### src/rtl/vga_pkg.sv
// Shared VGA constants: default 640x480@60 timing, bus widths, 4-4-4 colours.
// Latency: n/a (package only).
// Backpressure: n/a.
// Colour packing is {R[3:0], G[3:0], B[3:0]}.
package vga_pkg;

   localparam int RGB_W   = 12;
   localparam int COORD_W = 11;

   // 640x480@60 with a 25 MHz pixel clock.
   localparam int H_SYNC_DEF  = 96;
   localparam int H_BACK_DEF  = 48;
   localparam int H_DISP_DEF  = 640;
   localparam int H_FRONT_DEF = 16;
   localparam int V_SYNC_DEF  = 2;
   localparam int V_BACK_DEF  = 33;
   localparam int V_DISP_DEF  = 480;
   localparam int V_FRONT_DEF = 10;

   localparam logic [RGB_W-1:0] BLACK = 12'h000;
   localparam logic [RGB_W-1:0] WHITE = 12'hFFF;
   localparam logic [RGB_W-1:0] RED   = 12'hF00;
   localparam logic [RGB_W-1:0] GREEN = 12'h0F0;
   localparam logic [RGB_W-1:0] BLUE  = 12'h00F;

   // Force a colour to black outside the active window.
   function automatic logic [RGB_W-1:0] rgb_blank(input logic en, input logic [RGB_W-1:0] c);
      return en ? c : BLACK;
   endfunction

endpackage

### src/rtl/vga_axis_cnt.sv
// One raster axis: wrapping position counter plus sync/active window decode.
// Latency: decodes are combinational from the registered count.
// Backpressure: none; advances whenever i_en is high.
//
// Ports:
//   i_clk, i_rst      clock, synchronous active-high reset (count -> 0)
//   i_en              advance the count this cycle
//   o_last            i_en && count == TOTAL-1 (wraps this cycle)
//   o_sync            count inside the sync pulse [0, SYNC)
//   o_active          count inside the display window [SYNC+BACK, SYNC+BACK+DISP)
//   o_pos             count - (SYNC+BACK); meaningful only while o_active
// Axis order is sync, back porch, display, front porch. TOTAL must not exceed 2047.
module vga_axis_cnt
   import vga_pkg::*;
#(
   parameter int SYNC  = H_SYNC_DEF,
   parameter int BACK  = H_BACK_DEF,
   parameter int DISP  = H_DISP_DEF,
   parameter int FRONT = H_FRONT_DEF
)(
   input  logic               i_clk,
   input  logic               i_rst,
   input  logic               i_en,
   output logic               o_last,
   output logic               o_sync,
   output logic               o_active,
   output logic [COORD_W-1:0] o_pos
);

   localparam int TOTAL = SYNC + BACK + DISP + FRONT;
   localparam int START = SYNC + BACK;

   localparam logic [COORD_W-1:0] C_LAST  = COORD_W'(TOTAL - 1);
   localparam logic [COORD_W-1:0] C_START = COORD_W'(START);
   localparam logic [COORD_W-1:0] C_END   = COORD_W'(START + DISP);
   localparam logic [COORD_W-1:0] C_SYNC  = COORD_W'(SYNC);
   localparam logic [COORD_W-1:0] C_ONE   = COORD_W'(1);

   logic [COORD_W-1:0] r_cnt;
   logic               w_at_last;

   assign w_at_last = (r_cnt == C_LAST);

   always_ff @(posedge i_clk) begin
      if (i_rst) begin
         r_cnt <= '0;
      end else if (i_en) begin
         r_cnt <= w_at_last ? '0 : r_cnt + C_ONE;
      end
   end

   assign o_last   = i_en && w_at_last;
   assign o_sync   = (r_cnt < C_SYNC);
   assign o_active = (r_cnt >= C_START) && (r_cnt < C_END);
   assign o_pos    = r_cnt - C_START;

endmodule

### src/rtl/vga_timing_gen.sv
// VGA raster timing generator: counters, coordinate/data request, synced RGB output.
// Latency: coordinates + data_req 1 cycle after the counters; hs/vs/de/rgb 2 cycles.
// Backpressure: none; free-running raster, pixel_data must be valid combinationally.
//
// Ports:
//   vga_clk, vga_rst          pixel clock, synchronous active-high reset
//   pixel_data                colour for the current pixel_xpos/pixel_ypos
//   pixel_xpos, pixel_ypos    active-area coordinates (0 outside active area)
//   data_req                  coordinates valid, pixel_data sampled this cycle
//   h_disp, v_disp            constant display size
//   vga_hs, vga_vs            active-low syncs
//   vga_de, vga_rgb           active-video enable and blanked colour
//   frame_start               one-cycle pulse with pixel (0,0) on vga_rgb
//   frame_cnt                 8-bit frame counter (only with VGA_FRAME_CNT_EN)
// Optional feature macro: VGA_FRAME_CNT_EN.
module vga_timing_gen
   import vga_pkg::*;
#(
   parameter int H_SYNC  = H_SYNC_DEF,
   parameter int H_BACK  = H_BACK_DEF,
   parameter int H_DISP  = H_DISP_DEF,
   parameter int H_FRONT = H_FRONT_DEF,
   parameter int V_SYNC  = V_SYNC_DEF,
   parameter int V_BACK  = V_BACK_DEF,
   parameter int V_DISP  = V_DISP_DEF,
   parameter int V_FRONT = V_FRONT_DEF
)(
   input  logic               vga_clk,
   input  logic               vga_rst,
   input  logic [RGB_W-1:0]   pixel_data,
   output logic [COORD_W-1:0] pixel_xpos,
   output logic [COORD_W-1:0] pixel_ypos,
   output logic               data_req,
   output logic [COORD_W-1:0] h_disp,
   output logic [COORD_W-1:0] v_disp,
   output logic               vga_hs,
   output logic               vga_vs,
   output logic               vga_de,
   output logic [RGB_W-1:0]   vga_rgb,
   output logic               frame_start
`ifdef VGA_FRAME_CNT_EN
   ,output logic [7:0]        frame_cnt
`endif
);

   logic               w_h_last;
   logic               w_h_sync;
   logic               w_h_act;
   logic [COORD_W-1:0] w_h_pos;
   logic               w_v_last;
   logic               w_v_sync;
   logic               w_v_act;
   logic [COORD_W-1:0] w_v_pos;
   logic               w_act;

   // Stage-1 copies of the sync decodes, so hs/vs line up with de at stage 2.
   logic r_hsync_d1;
   logic r_vsync_d1;
   logic r_first_d1;

   vga_axis_cnt #(
      .SYNC  (H_SYNC),
      .BACK  (H_BACK),
      .DISP  (H_DISP),
      .FRONT (H_FRONT)
   ) u_h_cnt (
      .i_clk    (vga_clk),
      .i_rst    (vga_rst),
      .i_en     (1'b1),
      .o_last   (w_h_last),
      .o_sync   (w_h_sync),
      .o_active (w_h_act),
      .o_pos    (w_h_pos)
   );

   // Vertical axis steps once per line, on the horizontal wrap.
   vga_axis_cnt #(
      .SYNC  (V_SYNC),
      .BACK  (V_BACK),
      .DISP  (V_DISP),
      .FRONT (V_FRONT)
   ) u_v_cnt (
      .i_clk    (vga_clk),
      .i_rst    (vga_rst),
      .i_en     (w_h_last),
      .o_last   (w_v_last),
      .o_sync   (w_v_sync),
      .o_active (w_v_act),
      .o_pos    (w_v_pos)
   );

   assign w_act  = w_h_act && w_v_act;
   assign h_disp = COORD_W'(H_DISP);
   assign v_disp = COORD_W'(V_DISP);

   // Stage 1: request and coordinates, one cycle ahead of the display.
   always_ff @(posedge vga_clk) begin
      if (vga_rst) begin
         data_req   <= 1'b0;
         pixel_xpos <= '0;
         pixel_ypos <= '0;
         r_hsync_d1 <= 1'b0;
         r_vsync_d1 <= 1'b0;
         r_first_d1 <= 1'b0;
      end else begin
         data_req   <= w_act;
         pixel_xpos <= w_act ? w_h_pos : '0;
         pixel_ypos <= w_act ? w_v_pos : '0;
         r_hsync_d1 <= w_h_sync;
         r_vsync_d1 <= w_v_sync;
         r_first_d1 <= w_act && (w_h_pos == '0) && (w_v_pos == '0);
      end
   end

   // Stage 2: pins. Colour is captured while data_req is high, black otherwise.
   always_ff @(posedge vga_clk) begin
      if (vga_rst) begin
         vga_hs      <= 1'b1;
         vga_vs      <= 1'b1;
         vga_de      <= 1'b0;
         vga_rgb     <= BLACK;
         frame_start <= 1'b0;
      end else begin
         vga_hs      <= !r_hsync_d1;
         vga_vs      <= !r_vsync_d1;
         vga_de      <= data_req;
         vga_rgb     <= rgb_blank(data_req, pixel_data);
         frame_start <= r_first_d1;
      end
   end

`ifdef VGA_FRAME_CNT_EN
   localparam logic [COORD_W-1:0] C_LAST_ROW = COORD_W'(V_DISP - 1);

   logic r_row_last_d1;
   logic r_row_last_d2;

   // Last display row flag, delayed alongside de so the falling edge of de
   // on that row marks the end of the frame.
   always_ff @(posedge vga_clk) begin
      if (vga_rst) begin
         r_row_last_d1 <= 1'b0;
         r_row_last_d2 <= 1'b0;
         frame_cnt     <= '0;
      end else begin
         r_row_last_d1 <= w_act && (w_v_pos == C_LAST_ROW);
         r_row_last_d2 <= r_row_last_d1;
         if (vga_de && !data_req && r_row_last_d2) begin
            frame_cnt <= frame_cnt + 8'd1;
         end
      end
   end

   // Unused in this build option: vertical wrap is implied by the counter.
   logic w_unused_v_last;
   assign w_unused_v_last = w_v_last;
`else
   logic w_unused_v_last;
   assign w_unused_v_last = w_v_last;
`endif

endmodule

### config.mk
export PLATFORM = sky130hd
export DESIGN_NAME = vga_timing_gen
export DESIGN_NICKNAME = d
export VERILOG_FILES = /design/src/rtl/vga_pkg.sv /design/src/rtl/vga_axis_cnt.sv /design/src/rtl/vga_timing_gen.sv
export SDC_FILE = /design/constraint.sdc
export NUM_CORES = 1
export LEC_CHECK = 0
export CAP_MARGIN = 5
export CORE_ASPECT_RATIO = 0.9
export CORE_MARGIN = 10
export CORE_UTILIZATION = 48
export DETAILED_ROUTE_END_ITERATION = 16
export PLACE_DENSITY = 0.79
export SKIP_CTS_REPAIR_TIMING = 1
export SYNTH_ARGS = -nofsm -noshare
export SYNTH_HDL_FRONTEND = slang
export SYNTH_SLANG_ARGS = --single-unit
export TNS_END_PERCENT = 20
### constraint.sdc
create_clock -name vga_clk -period 2.8 [get_ports vga_clk]
set_clock_uncertainty 0.2 [all_clocks]
set_input_delay 0.42 -clock vga_clk [delete_from_list [all_inputs] [get_ports vga_clk]]
set_output_delay 0.42 -clock vga_clk [all_outputs]
set_load 0.005 [all_outputs]
==> impl_results.rst <==
.. list-table::
   :header-rows: 1

   * - Metric
     - Value
   * - DRC violations left
     - 0
   * - Quantity of I/O buffers inserted on ports
     - 52
   * - Total Neg Setup Slack
     - 0 ns
   * - F_max
     - 427 MHz
   * - Die outline area
     - approximately 9500 um2
   * - Slew Viols, Final
     - 0
   * - Synthesized flop and latch total
     - 64
   * - Syn. warnings
     - 0
   * - Library cell used as clock root buffer
     - sky130_fd_sc_hd__clkbuf_8
   * - Fraction of final layout cells with drive strength greater than 1
     - 9.07%
   * - Vias per inst
     - 4.91
   * - CTS tree
     - built
   * - Avg Cell Area, Syn
     - roughly 9.2 um2
   * - Via count of the first global-routing pass
     - 2,164
   * - Dpl cells
     - roughly 420
   * - Area share of the largest cell type after synthesis
     - around 44%
   * - Tightest Pin Transition
     - roughly 0.58 ns
   * - Wire length per cell after detailed routing
     - 14.1 um
   * - Floorplan row count
     - 26
   * - Type of origin of the critical path
     - register
   * - Slew Limit Headroom
     - roughly three fifths
   * - Classification of the worst-slack hold path
     - register to register
   * - Initial core utilization
     - about half
   * - Power per standard cell area
     - 504 nW/um2
   * - Synth Flop Type
     - sky130_fd_sc_hd__dfxtp_1
   * - Worst flop-to-flop path startpoint
     - u_v_cnt.r_cnt[0]
   * - Pre-CTS setup slack
     - 0.494 ns
   * - Dominant cell by count in the synthesized netlist
     - sky130_fd_sc_hd__dfxtp_1
   * - Global-route wire length before repair
     - ~10,000 um
   * - HPWL reported at the end of detailed placement
     - 4660 um
   * - Die height
     - 93.6 um
   * - CP top delay family
     - compound AO/OA/AOI/OAI gates
   * - Endpoint type of the worst setup path
     - register
   * - Utilization of the core after routing
     - between 60% and 70%
   * - Largest vdd supply drop
     - ~0.26 mV
   * - Ranking of synthesized cells by area
     - sky130_fd_sc_hd__dfxtp_1 44%, sky130_fd_sc_hd__xnor2_1 6.4%, sky130_fd_sc_hd__buf_4 5.7%, sky130_fd_sc_hd__nor2_1 5.6%, sky130_fd_sc_hd__and2_1 3.2%
   * - Chip Width
     - just over 100 um
   * - Maximum clock path buffer count
     - 2
   * - Routed WL
     - 6110 um
   * - Fin nets
     - roughly 380
   * - Non-filler instance count after layout
     - ~430
   * - Critical-path maximum fanout
     - 9
   * - Hold violation total from the final report
     - 0
   * - Number of endpoints failing setup at the final stage
     - 0
   * - Clock latency of the later-clocked register in the worst-skew pair
     - 0.33 ns
   * - Total routing usage reported by global routing
     - roughly an eighth
   * - First-pass DRT Iterations
     - 4
   * - Library cell contributing the largest single delay on the critical path
     - sky130_fd_sc_hd__dfxtp_1
   * - Static power due to leakage
     - ~1.4 nW
   * - Critical path launch point
     - u_v_cnt.r_cnt[0]
   * - Clock period minus worst slack
     - 2.34 ns
   * - Number of flops mapped to enable cells by yosys
     - 0
   * - Diode count
     - 0
   * - Clock Sinks
     - 64
   * - Routability congestion estimate
     - 0.846
   * - Worst path arrival time
     - 2.39 ns
   * - HP Start
     - r_vsync_d1
   * - Maximum level of the CTS H-tree
     - 3
   * - Fin crit share
     - 83.6%
   * - Buffers and inverters on the worst path
     - 0
   * - Antenna-violating nets left
     - 0
   * - Gate count of the mapped netlist
     - 315
   * - Cell breakdown of the critical path
     - ha_1 > nor4_4 > nand2b_4 > a311o_1 > a2111o_1 > nor4_2
   * - Synth-to-Final Area Change
     - 21.4%
   * - RSZ-0062 raised after global routing
     - false
   * - Crit Path Class
     - register to register
   * - Sequential element share of the synthesized area
     - 44.3%
   * - Slowest stage delay, CP
     - 0.43 ns
   * - Maximum number of pins on one net before global-route repair
     - 21
   * - Core area
     - 5760 um2
   * - Count of distinct cell types in the synthesized netlist
     - 53
   * - Cell accounting for the most synthesized area
     - sky130_fd_sc_hd__dfxtp_1
   * - Global route overflow
     - 0
   * - Max-cap violation count
     - 0
   * - Cts bufs inserted
     - 9
   * - Cell area after synthesis
     - 2890 um2
   * - Reg clk slew, reported paths
     - around 0.06 ns
   * - Post-synth ARST share
     - 0%
   * - Run status
     - finished, final reports clean
   * - Starting DRT DRC Count
     - 207
   * - I/O pin cnt
     - 75
   * - Antenna violations before repair
     - 0
   * - Leading post-synthesis cells by instance count
     - 64 x sky130_fd_sc_hd__dfxtp_1, 43 x sky130_fd_sc_hd__nor2_1, 22 x sky130_fd_sc_hd__buf_4, 21 x sky130_fd_sc_hd__xnor2_1, 15 x sky130_fd_sc_hd__and2_1
   * - Post-route worst setup slack
     - 0.459 ns
   * - Data required time at the worst endpoint
     - 2.85 ns
   * - Total vias in the final route
     - 2,133
[cell usage in the layout (no fill, tap or decap), drive strengths merged, types with 8 or more instances in the layout]
cell type	instances
a21oi	8
and2	15
clkbuf	12
clkdlybuf4s50	52
conb	22
dfxtp	64
inv	15
nand2	13
nor2	43
nor3	13
nor4	8
xnor2	21
[routing by layer]
| metal | share of wire (%) | vias to the layer above | track usage, % |
|---|---|---|---|
| li1 | - | 1085 | - |
| met4 | 1.6 | 0 | 6.79 |
| met1 | 47 | 940 | 16.8 |
| met3 | 11 | 6 | 4.86 |
| met2 | 41 | 102 | 19.0 |
| met5 | 0 | - | 0 |
[metrics by stage]
step	total power, mW	hold slack (ns)	instance area, um2
3_5_place_dp	0.993	0.161	3300
3_3_place_gp	0.993	0.159	3300
4_1_cts	1.79	0.176	3510
5_1_grt	1.84	0.192	3510
2_1_floorplan	0.987	0.156	2970
6_report	1.77	0.174	3510
[area by class of cell]
cell class,instances,area (um2)
Clock buffer,12,165
Inverter,15,56.3
Tap cell,70,87.6
Sequential cell,64,1280
Multi-Input combinational cell,215,1340
Timing Repair Buffer,55,543
Fill cell,478,2250
Clock inverter,3,40.0
[final timing paths]
check | to | slack (ns) | cells after the start
max reg2reg | r_first_d1 | 0.46 | 6
min reg2reg | vga_vs | 0.17 | 1
max | r_first_d1 | 0.46 | 6
min | vga_vs | 0.17 | 1
[power by group]
| group | internal, mW | switching (mW) |
|---|---|---|
| Combinational | 0.0262 | 0.0259 |
| Clock | 0.476 | 0.319 |
| Sequential | 0.917 | 0.00515 |
[state kept, by name (all words and copies together) (netlist names), 11 cells and up]
| signal | count |
|---|---|
| vga_rgb | 12 |
| u_v_cnt.r_cnt | 11 |
| pixel_ypos | 11 |
| pixel_xpos | 11 |
| u_h_cnt.r_cnt | 11 |
[cell families after synthesis]
| group | after synthesis | share of synthesized area (%) |
|---|---|---|
| buf+inv | 56 | 12.0 |
| flops | 64 | 44.3 |
| simple gates | 132 | 25.7 |
| other cells | 2 | 0.260 |
| mux | 1 | 0.390 |
| fa+ha+maj | 7 | 3.03 |
| xor+xnor | 26 | 7.88 |
| compound gates | 27 | 6.36 |
Note: power is estimated with default switching activity, not from simulation.
